[src/rtl/tone_gen.sv]
// Square-wave tone generator driven by a divided-clock tick stream.
// Note changes and silencing take effect only at half-period boundaries.
module tone_gen #(
  parameter int unsigned CNT_W = 12
) (
  input  logic       clk,
  input  logic       rst,
  input  logic       tick,
  input  logic       key_valid,
  input  logic [3:0] note,
  input  logic [1:0] octave,
  output logic       audio,
  output logic       note_active
);

  typedef enum logic [0:0] {IDLE, PLAY} state_e;

  state_e             state_q, state_d;
  logic               tick_q;
  logic [CNT_W-1:0]   cnt_q, cnt_d;
  logic [CNT_W-1:0]   half_q, half_d;
  logic               audio_q, audio_d;
  logic               active_q;
  logic [3:0]         pend_note_q, pend_note_d;
  logic [1:0]         pend_oct_q, pend_oct_d;
  logic               pend_flag_q, pend_flag_d;

  logic               tick_rise_c;
  logic               boundary_c;
  logic               eff_flag_c;
  logic [3:0]         eff_note_c;
  logic [1:0]         eff_oct_c;

  function automatic logic playable(input logic [3:0] n);
    return (n >= 4'd1) && (n <= 4'd12);
  endfunction

  // Base half-period in ticks for C..B, shifted down by the octave.
  function automatic logic [CNT_W-1:0] half_of(input logic [3:0] n, input logic [1:0] oct);
    logic [CNT_W-1:0] base;
    case (n)
      4'd1:    base = CNT_W'(1911);
      4'd2:    base = CNT_W'(1804);
      4'd3:    base = CNT_W'(1703);
      4'd4:    base = CNT_W'(1607);
      4'd5:    base = CNT_W'(1517);
      4'd6:    base = CNT_W'(1432);
      4'd7:    base = CNT_W'(1351);
      4'd8:    base = CNT_W'(1276);
      4'd9:    base = CNT_W'(1204);
      4'd10:   base = CNT_W'(1136);
      4'd11:   base = CNT_W'(1073);
      4'd12:   base = CNT_W'(1012);
      default: base = '0;
    endcase
    return base >> oct;
  endfunction

  assign tick_rise_c = tick & ~tick_q;
  assign boundary_c  = tick_rise_c && (cnt_q == half_q - CNT_W'(1));
  assign eff_flag_c  = key_valid | pend_flag_q;
  assign eff_note_c  = key_valid ? note   : pend_note_q;
  assign eff_oct_c   = key_valid ? octave : pend_oct_q;

  always_ff @(posedge clk) begin
    if (rst) begin
      state_q     <= IDLE;
      tick_q      <= 1'b0;
      cnt_q       <= '0;
      half_q      <= '0;
      audio_q     <= 1'b0;
      active_q    <= 1'b0;
      pend_note_q <= 4'd0;
      pend_oct_q  <= 2'd0;
      pend_flag_q <= 1'b0;
    end else begin
      state_q     <= state_d;
      tick_q      <= tick;
      cnt_q       <= cnt_d;
      half_q      <= half_d;
      audio_q     <= audio_d;
      active_q    <= (state_d == PLAY);
      pend_note_q <= pend_note_d;
      pend_oct_q  <= pend_oct_d;
      pend_flag_q <= pend_flag_d;
    end
  end

  always_comb begin
    state_d     = state_q;
    cnt_d       = cnt_q;
    half_d      = half_q;
    audio_d     = audio_q;
    pend_note_d = pend_note_q;
    pend_oct_d  = pend_oct_q;
    pend_flag_d = pend_flag_q;
    case (state_q)
      IDLE: begin
        audio_d = 1'b0;
        cnt_d   = '0;
        if (key_valid && playable(note)) begin
          half_d  = half_of(note, octave);
          state_d = PLAY;
        end
      end
      PLAY: begin
        if (key_valid) begin
          pend_note_d = note;
          pend_oct_d  = octave;
          pend_flag_d = 1'b1;
        end
        if (boundary_c) begin
          cnt_d = '0;
          // A strobe in the boundary cycle wins over any stored change.
          if (eff_flag_c) begin
            pend_flag_d = 1'b0;
            if (playable(eff_note_c)) begin
              half_d  = half_of(eff_note_c, eff_oct_c);
              audio_d = ~audio_q;
            end else begin
              audio_d = 1'b0;
              state_d = IDLE;
            end
          end else begin
            audio_d = ~audio_q;
          end
        end else if (tick_rise_c) begin
          cnt_d = cnt_q + CNT_W'(1);
        end
      end
      default: state_d = IDLE;
    endcase
  end

  assign audio       = audio_q;
  assign note_active = active_q;

endmodule

[config.mk]
export PLATFORM = sky130hd
export DESIGN_NAME = tone_gen
export DESIGN_NICKNAME = d
export VERILOG_FILES = /design/src/rtl/tone_gen.sv
export SDC_FILE = /design/constraint.sdc
export NUM_CORES = 1
export LEC_CHECK = 0
export CAP_MARGIN = 10
export CORE_MARGIN = 8
export CORE_UTILIZATION = 45
export DETAILED_ROUTE_END_ITERATION = 7
export GPL_TIMING_DRIVEN = 0
export PLACE_DENSITY = 0.71
export SLEW_MARGIN = 20
export SYNTH_ARGS = -nofsm -noshare
export SYNTH_HDL_FRONTEND = slang
export SYNTH_SLANG_ARGS = --single-unit
[constraint.sdc]
create_clock -name clk -period 10.1 [get_ports clk]
set_input_delay 2.525 -clock clk [delete_from_list [all_inputs] [get_ports clk]]
set_output_delay 2.525 -clock clk [all_outputs]
set_load 0.1 [all_outputs]
# After elaboration in Yosys (flattened, before gate mapping)
# Memory sizes are Yosys's and may differ from the RTL's.
# Cells that the tools add are included.
word_totals:
  ff_bits: 34
  latchBits: 0
  mem_bits_rw: 0
  mem_bits_ro: 352
  in_bits: 10
  out_inout_bits: 2
  elab_cells: 62
  n_memories: 2
memory_table:
  columns: ["memory", "words", "word_bits", "read_ports", "rd_ports_with_merged_regs", "write_ports", "line", "text"]
  rows:
  - ["(no name shown)", 16, 11, 1, 0, 0, "41", "case (n)"]
  - ["(no name shown)", 16, 11, 1, 0, 0, "41", null]
op_classes:
  addsub: 2
  n_mul: 0
  div: 0
  order_cmp: 4
  n_eq_ne: 6
  n_shift: 2
  mux: 28
  bitwise_logic: 5
  n_reduce_logical: 5
ops:
  columns: ["cell", "n"]
  rows:
  - ["2-to-1 mux 12 bit", 12]
  - ["case mux 12 bit (2 select lines)", 2]
  - [">> shifter 12 x 2 -> 12 bit", 2]
  - ["adder 12 x 1 -> 12 bit, second input constant", 1]
  - ["== test 12 bit", 1]
  - ["subtractor 12 x 1 -> 12 bit, second input constant", 1]
  - ["2-to-1 mux 1 bit", 10]
  - ["greater-or-equal comparator 4 x 1 -> 1 bit, second input constant", 2]
  - ["<= comparator 4 bit, second input constant", 2]
  - ["!= test 2 x 1 -> 1 bit, second input constant", 3]
  - ["logical AND 1 bit", 4]
  - ["2-to-1 mux 4 bit", 1]
  - ["case mux 1 bit (2 select lines)", 2]
  - ["AND reduction 4 bit", 1]
  - ["!= test 3 x 1 -> 1 bit, second input constant", 1]
  - ["NOT 1 bit", 3]
  - ["2-to-1 mux 2 bit", 1]
  - ["!= test 2 bit, second input constant", 1]
  - ["AND 1 bit", 1]
  - ["OR 1 bit", 1]

# Depth between registers and ports, before layout
# Gate-level depths: netlist of run 1.
depth:
  word_depth: 12
  depth_mapped: 13

# Worst setup path after synthesis of run 1
# OpenSTA, ideal clock, no wires.
synth_timing:
  path_kind: "input to register"
  startpoint: "in key_valid"
  endpoint: "reg half_q[1]"
  setup_time_ns: 0.079
  arrival_ns: 5.168
  t_required_ns: 10.021
  slack_ns: 4.853
  path_stages: 13
  n_path_buf: 4
  cell_sequence: "clkbuf_1 -> buf_2 -> mux2i_1 -> ha_1 -> clkbuf_1 -> inv_1 -> o211ai_1 -> a21bo_2 -> a21oi_1 -> and4_1 -> buf_6 -> o221a_1 -> a211oi_2"
synth_between:
  elab_chain_len: 11
  elab_cells_between_ends: 21
  classes_between: "order compare (2); eq/ne (3); shift (1); mux (10); bitwise (1); reduce/logical (3); memory (1)"
synth_lines:
  columns: ["item", "line", "text"]
  rows:
  - ["from (decl)", "9", "input logic key_valid,"]
  - ["2-to-1 mux 4 bit", null, null]
  - ["memory (16 x 11 bit)", null, null]
  - ["2-to-1 mux 12 bit", "117", "if (playable(eff_note_c)) begin"]
  - ["2-to-1 mux 12 bit", "115", "if (eff_flag_c) begin"]
  - ["2-to-1 mux 12 bit", "112", "if (boundary_c) begin"]
  - ["2-to-1 mux 12 bit", "97", "case (state_q)"]
  - [">> shifter 12 x 2 -> 12 bit", "56", "return base >> oct;"]
  - ["2-to-1 mux 12 bit", "117", null]
  - ["2-to-1 mux 12 bit", "115", null]
  - ["2-to-1 mux 12 bit", "112", null]
  - ["case mux 12 bit (2 select lines)", "97", null]
  - ["to (signal assigned)", "80", "half_q <= half_d;"]
  - ["to (decl)", "21", "logic [CNT_W-1:0] half_q, half_d;"]
# Parallel ways exist; a longest one is shown, timed or not. The select of a mux whose other input is x is not followed.
# A chain may end at the register's enable or synchronous reset.

# Final worst setup path of run 1
layout_timing:
  startpoint: "in key_valid"
  endpoint: "reg half_q[0]"
# The elaborated chain is that of the path after synthesis.

==> results of run 1 <==
==> synthesized netlist by cell type (3+ instances only) <==
master / count / area [sq um]
nor2b_1: 17 / 106
nor3_1: 16 / 80.1
nand2b_1: 5 / 31.3
nor4_1: 6 / 37.5
nand2_1: 45 / 169
clkbuf_1: 25 / 93.8
o211ai_1: 10 / 75.1
mux2i_1: 20 / 200
ha_1: 12 / 150
o21ai_0: 28 / 140
o221ai_1: 4 / 35.0
inv_1: 17 / 63.8
or3_1: 3 / 18.8
nand4_1: 8 / 50.1
a31oi_1: 6 / 37.5
a2111oi_0: 3 / 26.3
and3_1: 4 / 25.0
o311a_1: 4 / 40.0
buf_2: 3 / 15.0
nand3_1: 18 / 90.1
a211oi_1: 18 / 135
xor2_1: 7 / 61.3
a21oi_1: 26 / 130
o22ai_1: 6 / 37.5
o211a_1: 3 / 30.0
xnor2_1: 11 / 96.3
buf_1: 4 / 15.0
mux2_2: 5 / 56.3
nor2_1: 34 / 128
dfxtp_1: 33 / 661
==> metal layers <==
layer	up-vias	share of wire, %
met1	1679	48
met2	131	45
met4	0	2.0
li1	1722	-
met5	-	0
met3	18	5.0
==> worst register-to-register path, delay by kind of cell (launching register included) <==
family	cells	cell delay, ps
AOI/OAI and AO/OA	5	1200
muxes	1	510
DFF	1	350
and+or+nand+nor	1	350
buffers and inverters	1	340
adders and majority gates	1	250
==> power groups by stage <==
| stage | sequential [mW] | combinational, mW | clock (mW) |
|---|---|---|---|
| floorplan | 0.150 | 0.131 | 0 |
| global placement | 0.151 | 0.169 | 0 |
| detailed placement | 0.151 | 0.170 | 0 |
| CTS | 0.148 | 0.172 | 0.0973 |
| global route | 0.150 | 0.191 | 0.104 |
| finish | 0.149 | 0.175 | 0.0965 |
==> cell families (layout without fill, tap and decap cells) <==
kind of cell | count (synthesis) | count (layout) | share of synthesized area [%]
fa+ha+maj | 12 | 12 | 4.46
simple gates | 175 | 175 | 27.1
compound gates | 137 | 137 | 28.7
xor+xnor | 18 | 18 | 4.69
buf+inv | 52 | 68 | 6.36
flops | 33 | 33 | 19.6
mux | 27 | 27 | 8.96
==> worst max-delay path by stage <==
stage / end / slack [ps] / cells past startpoint
after floorplan: half_q[1]$_SDFFE_PP0P_ / 4850 / 13
after CTS: half_q[1]$_SDFFE_PP0P_ / 4430 / 13
final: half_q[0]$_SDFFE_PP0P_ / 4370 / 11
after global placement: half_q[0]$_SDFFE_PP0P_ / 4150 / 10
after global routing: half_q[1]$_SDFFE_PP0P_ / 4110 / 13
after detailed placement: half_q[1]$_SDFFE_PP0P_ / 4160 / 13
==> per-stage QoR <==
stage / setup slack, ps / instance area (sq um) / instances
detailed placement: 4160 / 3570 / 561
CTS: 4430 / 3650 / 569
finish: 4370 / 3650 / 569
global route: 4110 / 3650 / 569
floorplan: 4850 / 3360 / 454
global placement: 4150 / 3570 / 561
==> area by class of cell <==
class                           instances  area, sq um  area share, %
Clock inverter                          2         10.0          0.274
Clock buffer                            6         72.6           1.99
Sequential cell                        33          661           18.1
Buffer                                 34          146           4.01
Multi-Input combinational cell        369         2490           68.2
Tap cell                               99          124           3.39
Timing Repair Buffer                    8         80.1           2.19
Inverter                               18         67.6           1.85
==> registers in the layout, summed over array words and instances, names as in the netlist <==
name / cells
audio: 1
cnt_q: 12
half_q: 11
note_active: 1
pend_flag_q: 1
pend_note_q: 4
pend_oct_q: 2
tick_q: 1
==> impl_metrics.py, run 1 <==
metrics = {
    "status": {
        "status": "finished, final reports clean",
    },
    "cts": {
        "ctsResizeCount": 0,
        "numClockSinks": 33,
        "cts_buffers": 5,
        "clock-root-buffer": "clkbuf_8",
        "htreeDepth": 2,
        "clkTransAtPathRegs_ps": 70,
        "cts_max_path_buffers": 2,
        "clk_latency_ps": 280,
        "postCtsHoldBufs": 0,
        "postCtsSetupBuffers": 0,
        "cts_tree": "done",
    },
    "timing": {
        "max_slew_margin_pct": 35.5,
        "fmaxAchievable_mhz": 174,
        "setup_violations": 0,
        "period_needed_ps": 5730,
        "rsz0062_at_grt": "no",
        "fin_tns_setup_ps": 0,
        "hold_slack_ps": 491,
        "hold_viol": 0,
        "clock_skew_ps": 4.98,
        "period_share_pct": 56.8,
        "worstMarginPinSlew_ps": 964,
        "drv_slew": 0,
    },
    "finish": {
        "fill_cells": 701,
        "drive_above_1_share_pct": 7.87,
        "fin_util_pct": 50.3,
        "nNetsFinal": 491,
        "area_growth_pct": 8.52,
        "layout_commonest_cell": "nand2_1",
        "n_antenna_cell": 0,
        "most-common-layout-cells": "nand2_1 (45), nor2_1 (34), dfxtp_1 (33)",
    },
    "setup_path": {
        "crit_required_ps": 10240,
        "r2r-start": "pend_note_q[0]$_SDFFE_PP0P_",
        "crit_path_start_kind": "input pin",
        "reg2reg_depth": 9,
        "cp_data_arrival_time_ps": 5880,
        "critical_path.top_delay_family": "compound AO/OA/AOI/OAI gates",
        "reg2reg_slack_ps": 6980,
        "critPathMaxStageDelay_ps": 610,
        "critical_path_class": "input pin to flip-flop",
        "path_buf_inv": 3,
        "startpoint": "key_valid",
        "cp_slowest_cell": "mux2i_1",
        "cp_max_fo": 10,
        "timing.rr.end": "half_q[0]$_SDFFE_PP0P_",
        "crit_chain": "clkbuf_1 -> buf_2 -> mux2i_1 -> ha_1 -> clkbuf_1 -> o31ai_1 -> a21bo_2 -> a21oi_1 -> nand4_1 -> a211oi_1 -> a211oi_1",
        "setup.worst_path.end_class": "flip-flop",
    },
    "detailed_routing": {
        "via_count": 3550,
        "wirelength_mm": 9.54,
        "drt_first_pass_iters": 6,
        "viasPerCell": 6.24,
        "drc_errors": 0,
        "drt_iter0_markers": 327,
        "postRouteAntennaNets": 0,
        "post_drt_wl_per_cell_um": 16.8,
    },
    "worst_hold_path": {
        "min_from": "audio$_SDFFE_PP0P_",
        "hold_depth": 2,
        "hold_path.class": "flip-flop to flip-flop",
        "worstHoldEndpoint": "audio$_SDFFE_PP0P_",
    },
    "floorplanning": {
        "die_w_um": 102,
        "start_util_pct": 46.4,
        "die-height_um": 102,
        "rows": 31,
        "floorplan.die_area_sq_um": 10500,
        "pin_count": 12,
        "coreArea_sq_um": 7250,
    },
    "logic_synthesis": {
        "synth_warnings": 0,
        "ys_ff_latch": 33,
        "async_reset_ff_share_pct": 0,
        "ys.flop_type": "dfxtp_1",
        "synth_area_sq_um": 3360,
        "synth_enable_flop_cells": 0,
        "synth_nets": 476,
        "avgSynthCellArea_sq_um": 7.41,
        "yosysSeqAreaShare_pct": 19.6,
        "ys_types": 69,
        "synthCells": 454,
    },
    "grt": {
        "grt_pass1_vias": 3236,
        "grt_util_met1_pct": 26.2,
        "grt_pass1_wl_mm": 15.8,
        "busiest_layer": "met2",
        "antenna_found_initial": 0,
        "grtUsageMet2_pct": 28.1,
        "grt-ovfl-total": 0,
        "grt_max_degree": 11,
        "use_met3_pct": 3.27,
        "grtUsageTotal_pct": 18.6,
    },
    "placement": {
        "port-buffer-count": 8,
        "gp_congestion": 0.955,
        "post-dp-hpwl_mm": 7.22,
    },
    "pwr": {
        "sequentialPowerShare_pct": 35.4,
        "p_sw_share_pct": 39.2,
        "vdd_ir_drop_max_mv": 0.0936,
        "p_clk_share_pct": 23.0,
        "power_frac_comb_pct": 41.7,
        "totalPowerFinal_uw": 420,
        "p_leak_nw": 1.30,
        "internal_power_uw": 255,
        "p_sw_uw": 165,
        "power.density_nw_per_um2": 115,
    },
    "job": {
        "cap_viol_max_count": 0,
    },
}
No activity file was read; power rests on OpenSTA's default activity.
==> run 2: changes to the inputs <==
Settings changed: PLACE_DENSITY 0.71 to 0.73.
Clock period 10.1 ns to 4.99 ns, I/O delays scaled along.
==> run 2 against run 1 <==
  * Clock power increased by 130%
  * Global-route usage decreased by 0.42 points
  * Sequential power increased by 100%
  * Sequential share of layout area decreased by 0.093 points
  * Count of clock-buffer cells in the layout increased by 1
  * Register-to-register slack got worse by 5100 ps
  * Worst setup slack got worse by 3800 ps
  * Utilization increased by 0.26 points
  * Final cell count unchanged
  * Final area increased by 0.51%
  * First-iteration DRC count decreased by 24%
  * Critical path type unchanged
==> impl_metrics.py, run 2 (synthesized netlist as in run 1, its figures left out) <==
metrics = {
    "setup_path": {
        "crit_chain": "clkbuf_1 -> buf_2 -> mux2i_1 -> ha_1 -> clkbuf_1 -> inv_1 -> o211ai_1 -> a21bo_2 -> a21oi_1 -> and4_1 -> buf_6 -> o221a_1 -> a211oi_2",
        "reg2reg_depth": 11,
        "critPathMaxStageDelay_ps": 560,
        "cp_max_fo": 10,
        "critical_path.top_delay_family": "buffers and inverters",
        "crit_required_ps": 5200,
        "crit_path_start_kind": "input pin",
        "critical_path_class": "input pin to flip-flop",
        "timing.rr.end": "half_q[1]$_SDFFE_PP0P_",
        "cp_data_arrival_time_ps": 4600,
        "r2r-start": "pend_note_q[0]$_SDFFE_PP0P_",
        "reg2reg_slack_ps": 1920,
        "path_buf_inv": 5,
        "cp_slowest_cell": "mux2i_1",
        "setup.worst_path.end_class": "flip-flop",
        "crit_top_cell": "clkbuf_1",
    },
    "finish": {
        "area_growth_pct": 9.07,
        "fill_cells": 736,
        "nNetsFinal": 491,
        "drive_above_1_share_pct": 8.09,
        "layout_commonest_cell": "nand2_1",
        "n_antenna_cell": 0,
        "largest_reg_flops": 12,
        "reg_top3": "cnt_q: 12 flops, half_q: 11 flops, pend_note_q: 4 flops",
        "final_cell_area_sq_um": 3670,
        "largest-register": "cnt_q",
        "most-common-layout-cells": "nand2_1 (45), nor2_1 (34), dfxtp_1 (33)",
    },
    "pwr": {
        "power.density_nw_per_um2": 240,
        "vdd_ir_drop_max_mv": 0.170,
        "p_leak_nw": 1.31,
    },
    "grt": {
        "grt_pass1_wl_mm": 15.3,
        "use_met3_pct": 2.72,
        "grt-ovfl-total": 0,
        "grtUsageMet2_pct": 28.5,
        "grt_max_degree": 11,
        "grt_pass1_vias": 3071,
        "grt_util_met1_pct": 25.0,
        "antenna_found_initial": 0,
        "grtUsageTotal_pct": 18.2,
        "busiest_layer": "met2",
    },
    "timing": {
        "period_needed_ps": 4390,
        "max_slew_margin_pct": 35.6,
        "period_share_pct": 88.0,
        "drv_slew": 0,
        "rsz0062_at_grt": "no",
        "fmaxAchievable_mhz": 228,
        "clock_skew_ps": 5.44,
        "setup_violations": 0,
        "fin_tns_setup_ps": 0,
        "worstMarginPinSlew_ps": 964,
        "hold_viol": 0,
        "hold_slack_ps": 481,
    },
    "worst_hold_path": {
        "hold_depth": 2,
        "worstHoldEndpoint": "audio$_SDFFE_PP0P_",
        "min_from": "audio$_SDFFE_PP0P_",
        "hold_path.class": "flip-flop to flip-flop",
    },
    "cts": {
        "numClockSinks": 33,
        "clk_latency_ps": 290,
        "cts_buffers": 5,
        "htreeDepth": 2,
        "cts_tree": "done",
        "cts_max_path_buffers": 2,
        "clkTransAtPathRegs_ps": 70,
        "clock-root-buffer": "clkbuf_8",
        "postCtsSetupBuffers": 0,
        "ctsResizeCount": 0,
        "postCtsHoldBufs": 0,
    },
    "detailed_routing": {
        "post_drt_wl_per_cell_um": 16.5,
        "postRouteAntennaNets": 0,
        "drt_first_pass_iters": 5,
        "viasPerCell": 6.17,
        "via_count": 3510,
        "wirelength_mm": 9.38,
        "drt_iter0_markers": 250,
        "drc_errors": 0,
    },
    "placement": {
        "post-dp-hpwl_mm": 7.18,
        "place_area_sq_um": 3570,
        "port-buffer-count": 8,
        "gp_congestion": 0.961,
    },
    "floorplanning": {
        "coreArea_sq_um": 7250,
        "rows": 31,
        "pin_count": 12,
        "start_util_pct": 46.4,
        "die-height_um": 102,
        "die_w_um": 102,
        "floorplan.die_area_sq_um": 10500,
    },
    "job": {
        "cap_viol_max_count": 0,
    },
    "status": {
        "status": "finished, final reports clean",
    },
}
[run 2: stage by stage]
stage	power (mW)	utilization, %	instances	setup slack (ps)
after floorplan	0.571	-	454	1020
after global placement	0.647	49.2	561	348
after detailed placement	0.650	49.2	561	357
after CTS	0.875	50.6	569	641
after global routing	0.924	50.6	569	370
final	0.879	50.6	569	597
[run 2: report_power, final]
group / internal [mW] / switching [mW] / leakage [nW]
registers: 0.279 / 0.0215 / 0.270
logic: 0.141 / 0.211 / 0.985
clock network: 0.125 / 0.102 / 0.0542
[run 2: worst min-delay path: stages (launching register included)]
cell     delay [ps]
dfxtp_1         330
nand2_1          60
a21oi_1          50
[run 2: layer usage]
metal | vias to the layer above | wire [um]
met5 | - | 0
met4 | 0 | 155
met3 | 18 | 613
met2 | 133 | 4280
met1 | 1628 | 4330
li1 | 1731 | -
[run 2: worst max-delay path by stage]
stage / depth (start not counted) / end / start / slack (ps)
after global routing: 13 / half_q[1]$_SDFFE_PP0P_ / key_valid / 370
after detailed placement: 12 / half_q[1]$_SDFFE_PP0P_ / note[0] / 360
after global placement: 12 / half_q[1]$_SDFFE_PP0P_ / note[0] / 350
final: 13 / half_q[1]$_SDFFE_PP0P_ / key_valid / 600
after CTS: 12 / half_q[1]$_SDFFE_PP0P_ / note[0] / 640
after floorplan: 13 / half_q[1]$_SDFFE_PP0P_ / key_valid / 1020
[run 2: final cells by class]
type                            instances  area, sq um  area share, %
Clock inverter                          1         5.00          0.136
Timing Repair Buffer                    8         80.1           2.18
Tap cell                               99          124           3.38
Multi-Input combinational cell        369         2490           67.8
Clock buffer                            7         96.3           2.63
Inverter                               18         67.6           1.84
Sequential cell                        33          661           18.0
Buffer                                 34          146           3.99
==> run 3: changes to the inputs <==
Settings changed: ABC_CLOCK_PERIOD_IN_PS from default to 5630, PLACE_DENSITY 0.73 to 0.71, TNS_END_PERCENT from default to 100.
Clock period 4.99 ns to 5.63 ns, I/O delays scaled along.
==> results of run 3 <==
The final DEF is identical to that of run 1. Status: finished, final reports clean.
Main changes from that run: setup slack after placement 4160 ps -> 808 ps; setup slack after layout 4370 ps -> 1010 ps; register-to-register setup slack 6980 ps -> 2510 ps; total power 0.420 mW -> 0.754 mW; worst IR drop on VDD 0.0936 mV -> 0.168 mV
